<file path="config.mk">
export PLATFORM = sky130hd
export DESIGN_NAME = branch_pc_unit
export DESIGN_NICKNAME = d
export VERILOG_FILES = /design/src/rtl/branch_pc_unit.sv
export SDC_FILE = /design/constraint.sdc
export NUM_CORES = 1
export LEC_CHECK = 0
export BUFFER_PORTS_ARGS = -buffer_cell sky130_fd_sc_hd__buf_2
export CAP_MARGIN = 20
export CORE_ASPECT_RATIO = 0.5
export CORE_UTILIZATION = 50
export DETAILED_ROUTE_END_ITERATION = 10
export PLACE_DENSITY = 0.81
export SLEW_MARGIN = 20
export SYNTH_ARGS = -nofsm -noshare
export SYNTH_HDL_FRONTEND = slang
export SYNTH_SLANG_ARGS = --single-unit
</file>
<file path="constraint.sdc">
create_clock -name Clk -period 3.38 [get_ports Clk]
set_clock_uncertainty 0.1 [all_clocks]
set_input_delay 0.845 -clock Clk [delete_from_list [all_inputs] [get_ports Clk]]
set_output_delay 0.845 -clock Clk [all_outputs]
set_load 0.03 [all_outputs]
</file>
<file path="src/rtl/branch_pc_unit.sv">
// Program counter / fetch-address stage with IDLE/RUN/HALT control and a loadable absolute branch-target table.
// Optional macro BRANCH_PC_TRACE_EN adds a saturating taken-branch counter on TakenCount.
module branch_pc_unit #(
  parameter int PC_W      = 10,
  parameter int LUT_DEPTH = 16,
  parameter int LUT_AW    = 4
)(
  input  logic              Clk,
  input  logic              Reset,
  input  logic              Start,
  input  logic              Stall,
  input  logic              Halt,
  input  logic              Branch,
  input  logic              takeBranch,
  input  logic              BranchAbs,
  input  logic [LUT_AW-1:0] TargetIdx,
  input  logic [7:0]        RelOffset,
  input  logic              LutWe,
  input  logic [LUT_AW-1:0] LutAddr,
  input  logic [PC_W-1:0]   LutData,
  output logic [PC_W-1:0]   InstAddr,
  output logic              Running,
  output logic              Done,
  output logic [15:0]       TakenCount
);

  typedef enum logic [1:0] {
    ST_IDLE = 2'd0,
    ST_RUN  = 2'd1,
    ST_HALT = 2'd2
  } state_t;

  state_t          r_state, w_state_nxt;
  logic [PC_W-1:0] r_pc, w_pc_nxt;
  logic [PC_W-1:0] r_lut [LUT_DEPTH];
  logic [PC_W-1:0] w_rel_tgt;

  // Offset is sign-extended to PC_W (assumes PC_W >= 8); the add wraps modulo 2^PC_W.
  assign w_rel_tgt = r_pc + {{(PC_W-8){RelOffset[7]}}, RelOffset};

  always_comb begin
    w_state_nxt = r_state;
    w_pc_nxt    = r_pc;
    case (r_state)
      ST_IDLE, ST_HALT: begin
        if (Start) begin
          w_state_nxt = ST_RUN;
          w_pc_nxt    = '0;
        end
      end
      ST_RUN: begin
        if (!Stall) begin
          if (Halt)
            w_state_nxt = ST_HALT;
          else if (Branch && takeBranch)
            w_pc_nxt = BranchAbs ? r_lut[TargetIdx] : w_rel_tgt;
          else
            w_pc_nxt = r_pc + PC_W'(1);
        end
      end
      default: begin
        w_state_nxt = ST_IDLE;
        w_pc_nxt    = '0;
      end
    endcase
  end

  always_ff @(posedge Clk) begin
    if (Reset) begin
      r_state <= ST_IDLE;
      r_pc    <= '0;
    end else begin
      r_state <= w_state_nxt;
      r_pc    <= w_pc_nxt;
    end
  end

  // Table is never cleared; a same-cycle branch read sees the pre-write entry.
  always_ff @(posedge Clk) begin
    if (LutWe)
      r_lut[LutAddr] <= LutData;
  end

  assign InstAddr = r_pc;
  assign Running  = (r_state == ST_RUN);
  assign Done     = (r_state == ST_HALT);

`ifdef BRANCH_PC_TRACE_EN
  logic        w_taken, w_launch;
  logic [15:0] r_taken_cnt;

  assign w_taken  = (r_state == ST_RUN) && !Stall && !Halt && Branch && takeBranch;
  assign w_launch = (r_state != ST_RUN) && Start;

  always_ff @(posedge Clk) begin
    if (Reset || w_launch)
      r_taken_cnt <= '0;
    else if (w_taken && (r_taken_cnt != 16'hFFFF))
      r_taken_cnt <= r_taken_cnt + 16'd1;
  end

  assign TakenCount = r_taken_cnt;
`else
  assign TakenCount = '0;
`endif

endmodule

</file>
# ---- Yosys cells after proc, flatten, opt, wreduce, memory -nomap -nowiden
# Memories as Yosys holds them, arrays and structs flattened.
# Cells that the tools add are included.
dict set report totals {
  reg_bits 12
  ramBits 160
  in_bits 35
  output_inout_bits 28
  memories 1
}
dict set report classes {
  add_sub_neg 2
  eq_ne 6
  muxes 12
  n_reduce_logical 5
}
# memory depth word_bits rd rd_ports_with_merged_regs write_ports line
set mem_list {}
lappend mem_list {r_lut 16 10 1 0 1 35} ;# logic [PC_W-1:0] r_lut [LUT_DEPTH];
# cell count
set op_table {}
lappend op_table {{$mux W10} 5}
lappend op_table {{$pmux W10 S2} 1}
lappend op_table {{$add A10 B1 Y10 const B} 1}
lappend op_table {{$add A10 B10 Y10} 1}
lappend op_table {{$ne A2 B2 Y1 const B} 4}
lappend op_table {{$mux W2} 3}
lappend op_table {{$reduce_and A3 Y1} 2}
lappend op_table {{$pmux W2 S2} 1}
lappend op_table {{$eq A2 B1 Y1 const B} 1}
lappend op_table {{$eq A2 B2 Y1 const B} 1}
lappend op_table {{$logic_not A2 Y1} 1}
lappend op_table {{$mux W1} 2}
lappend op_table {{$reduce_or A2 Y1} 1}
lappend op_table {{$logic_and A1 B1 Y1} 1}

# ---- Longest topological paths before layout
dict set report depth {
  word_depth 6
  depth_mapped 8
}

# ---- Least setup slack after synthesis
# Ideal clock, no wire load.
dict set report synth_timing {
  kind {in2reg}
  from {input port RelOffset[0]}
  to {register r_pc[8] (netlist: InstAddr[8])}
  arrival_time_ps 2414
  required_time_ps 3158
  slack_ps 744
  cell_stages 8
  cell_sequence {ha_1 > fa_1 > a211oi_1 > nor2_1 > o21ai_0 > a21oi_1 > mux2_2 > a2bb2oi_1}
}
dict set report synth_via {
  elab_chain_len 6
}
# element line
set synth_lines {}
lappend synth_lines {{start: declaration} 17} ;# input logic [7:0] RelOffset,
lappend synth_lines {{$add A10 B10 Y10} 39} ;# assign w_rel_tgt = r_pc + {{(PC_W-8){RelOffset[7]}}, RelOffset};
lappend synth_lines {{$mux W10} 56} ;# w_pc_nxt = BranchAbs ? r_lut[TargetIdx] : w_rel_tgt;
lappend synth_lines {{$mux W10} 55} ;# else if (Branch && takeBranch)
lappend synth_lines {{$mux W10} 53} ;# if (Halt)
lappend synth_lines {{$mux W10} 52} ;# if (!Stall) begin
lappend synth_lines {{$pmux W10 S2} 44} ;# case (r_state)
lappend synth_lines {{end signal: assignment} 74} ;# r_pc <= w_pc_nxt;
lappend synth_lines {{end: declaration} 34} ;# logic [PC_W-1:0] r_pc, w_pc_nxt;
# Every way passes these cells. The select of a mux whose other input is x is not followed.
# A chain may end at the register's enable or synchronous reset.

# ---- Worst setup path after layout
dict set report layout_timing {
  from {input port TargetIdx[0]}
  to {register r_pc[7] (netlist: InstAddr[7])}
}
dict set report layout_via {
  elab_chain_len 6
}
# element line
set layout_lines {}
lappend layout_lines {{start: declaration} 16} ;# input logic [LUT_AW-1:0] TargetIdx,
lappend layout_lines {{$mem_v2 Z16 W10} -}
lappend layout_lines {{$mux W10} 56}
lappend layout_lines {{$mux W10} 55}
lappend layout_lines {{$mux W10} 53}
lappend layout_lines {{$mux W10} 52}
lappend layout_lines {{$pmux W10 S2} 44}
# Every way passes these cells. The select of a mux whose other input is x is not followed.

==> flow_summary.ini <==
[status]
run_status = finished, final reports clean

[die]
rows = 31
die_width_um = 176
fp.coreArea_mm2 = 0.0146
die_h_um = 88.8
start_util_pct = 51.6
die_area_mm2 = 0.0156
ios = 63

[critical_path]
start_kind = primary input
worstPathRequired_ns = 3.59
slowest_stage = mux4_2
worstPathCellList = buf_2 > buf_4 > mux4_2 > mux4_2 > nor2_1 > o31ai_1
max_stage_delay_ns = 0.54
worstPathMaxFanout = 14
worst_ep_arrival_time_ns = 2.85
path_class = primary input to flop
cp-end-kind = flop
cpMostUsedCell = mux4_2

[yosys]
yosysSeqAreaShare_pct = 67.0
synth_seq_cells = 172
syn_inst = 451
avgSynthCellArea_um2 = 16.7
yosysMostFrequentCell = edfxtp_1
synth.area.top_cells = edfxtp_1, mux4_2, dfxtp_1
synthFlopType = edfxtp_1
synthTopCellsByCount = edfxtp_1, mux4_2, nor2_1, a21oi_1, buf_4
synth_edf_count = 160
netlist.area_leader.share_pct = 63.8
yosysWarnings = 0
synthArstFlopShare_pct = 0
synth.largest_area_cell = edfxtp_1
synthDistinctLibCells = 58
netlist_area_mm2 = 0.00753

[global_routing]
grtUsageTotal_pct = 24.1
grt_pass1_vias = 4339
grt_pass1_wl_mm = 26.1
antenna_found_initial = 0
overflow = 0
grt_max_degree = 23

[finish]
fin_nets = 568
area_growth_pct = 15.3
diodes = 0
drive_above_1_share_pct = 27.9
fin_area_mm2 = 0.00869

[place]
dpl_cell_area_mm2 = 0.00807
port-buffer-count = 46
hpwl_mm = 10.6
gp_congestion = 0.853

[detailed_routing]
first_pass_iters = 5
wire_per_inst_um = 24.1
drc = 0
wl_mm = 17.7
ant_nets = 0
drt_iter0_drc = 514
vias = 4460
vias_per_cell = 6.08

[timing]
fin_crit_sh_pct = 78.1
tightest_slew_ns = 0.732
period_minus_slack_ns = 2.64
rsz0062_at_grt = false
finalHoldViolations = 0
setup_viol = 0
timing.fmax_mhz = 379
relSlewSlack_pct = 51.0
slew_violations = 0
setup_tns_ns = 0

[power_and_ir_drop]
p_per_area_mw_per_mm2 = 549
vdd_drop_max_mv = 0.444
p_leak_nw = 3.02

[cts]
cts_buffers = 17
cts_tree = done
clockRootBuffer = clkbuf_16
cts_resized = 0
cts_sinks = 172
holdBufCountCts = 0
postCtsSetupBuffers = 0
clock_latency_ns = 0.43
cts_max_path_buffers = 2
clk_pin_slew_ns = 0.06
h-tree-depth = 4

[min_path]
hp-class = flop to flop

[flow_run]
maxCapViolCount = 0
## sequential cells by signal, indices dropped and copies added, names as in the netlist
| register | flops |
|---|---|
| InstAddr | 10 |
| r_lut | 160 |
| r_state | 2 |
## layer usage
metal  vias up  GRT usage [%]  wire length, um
met1      2205           32.2             7480
met4         0           8.54              216
met5         -              0                0
met3        20           6.57             1760
li1       1940              -                -
met2       295           38.7             8200
## final cells by class
cell class              instances  area [um^2]
fillers                      1039         5900
flip-flops and latches        172         5040
multi-input cells             255         2330
clock inverters                14          191
well taps                     198          248
repair buffers                 70          423
inverters                       6         22.5
clock buffers                  18          429
## power breakdown
group / switching [mW] / leakage [nW] / total [mW] / internal, mW
logic: 0.199 / 1.19 / 0.323 / 0.124
registers: 0.0163 / 1.54 / 2.38 / 2.37
clock network: 0.826 / 0.295 / 2.06 / 1.24
total: 1.04 / 3.02 / 4.77 / 3.73
## per-stage QoR
| step | utilization [%] | setup slack (ns) | instances | power, mW | hold WS, ns |
|---|---|---|---|---|---|
| floorplan | - | 0.744 | 466 | 2.64 | 0.358 |
| global placement | 55.3 | 0.359 | 701 | 2.73 | 0.377 |
| detailed placement | 55.3 | 0.294 | 701 | 2.74 | 0.391 |
| CTS | 59.6 | 0.722 | 733 | 4.79 | 0.407 |
| global route | 59.6 | 0.607 | 733 | 4.90 | 0.448 |
| finish | 59.6 | 0.739 | 733 | 4.77 | 0.408 |
## critical path: cells and delay by family
family,cells,cell delay [ns]
buffers and inverters,2,0.68
AND/OR/NAND/NOR,1,0.14
AO/OA/AOI/OAI,1,0.09
multiplexers,2,1.07
## layout by cell type (no fill, tap or decap), types with 7 or more instances in the layout
master     count
conb_1        16
clkbuf_16     17
nor2_1        29
dfxtp_1       12
a21oi_1       18
nand2_1       16
buf_2         46
o21ai_0       15
ha_1          10
nand3_1        7
mux2i_1       12
edfxtp_1     160
a211oi_1       7
mux4_2        37
nor3_1         8
buf_4         23
## worst paths after layout
check / from / end / slack, ns / cells after the start
worst max-delay path: TargetIdx[0] / InstAddr[7] / 0.74 / 6
worst min-delay path: r_state[1] / r_state[1] / 0.41 / 1
worst max register to register: InstAddr[1] / InstAddr[7] / 0.94 / 7
worst min register to register: r_state[1] / r_state[1] / 0.41 / 1
## logic make-up (layout without fill, tap and decap cells)
group | after synthesis | count (layout) | share of synthesized area, %
compound gates | 66 | 66 | 5.78
xor+xnor | 6 | 6 | 0.698
flops | 172 | 172 | 67.0
buf+inv | 39 | 108 | 3.12
mux | 57 | 57 | 14.7
fa+ha+maj | 11 | 11 | 1.93
simple gates | 99 | 99 | 6.78
other cells | 1 | 16 | 0.0498
(Power assumes the default switching activity.)
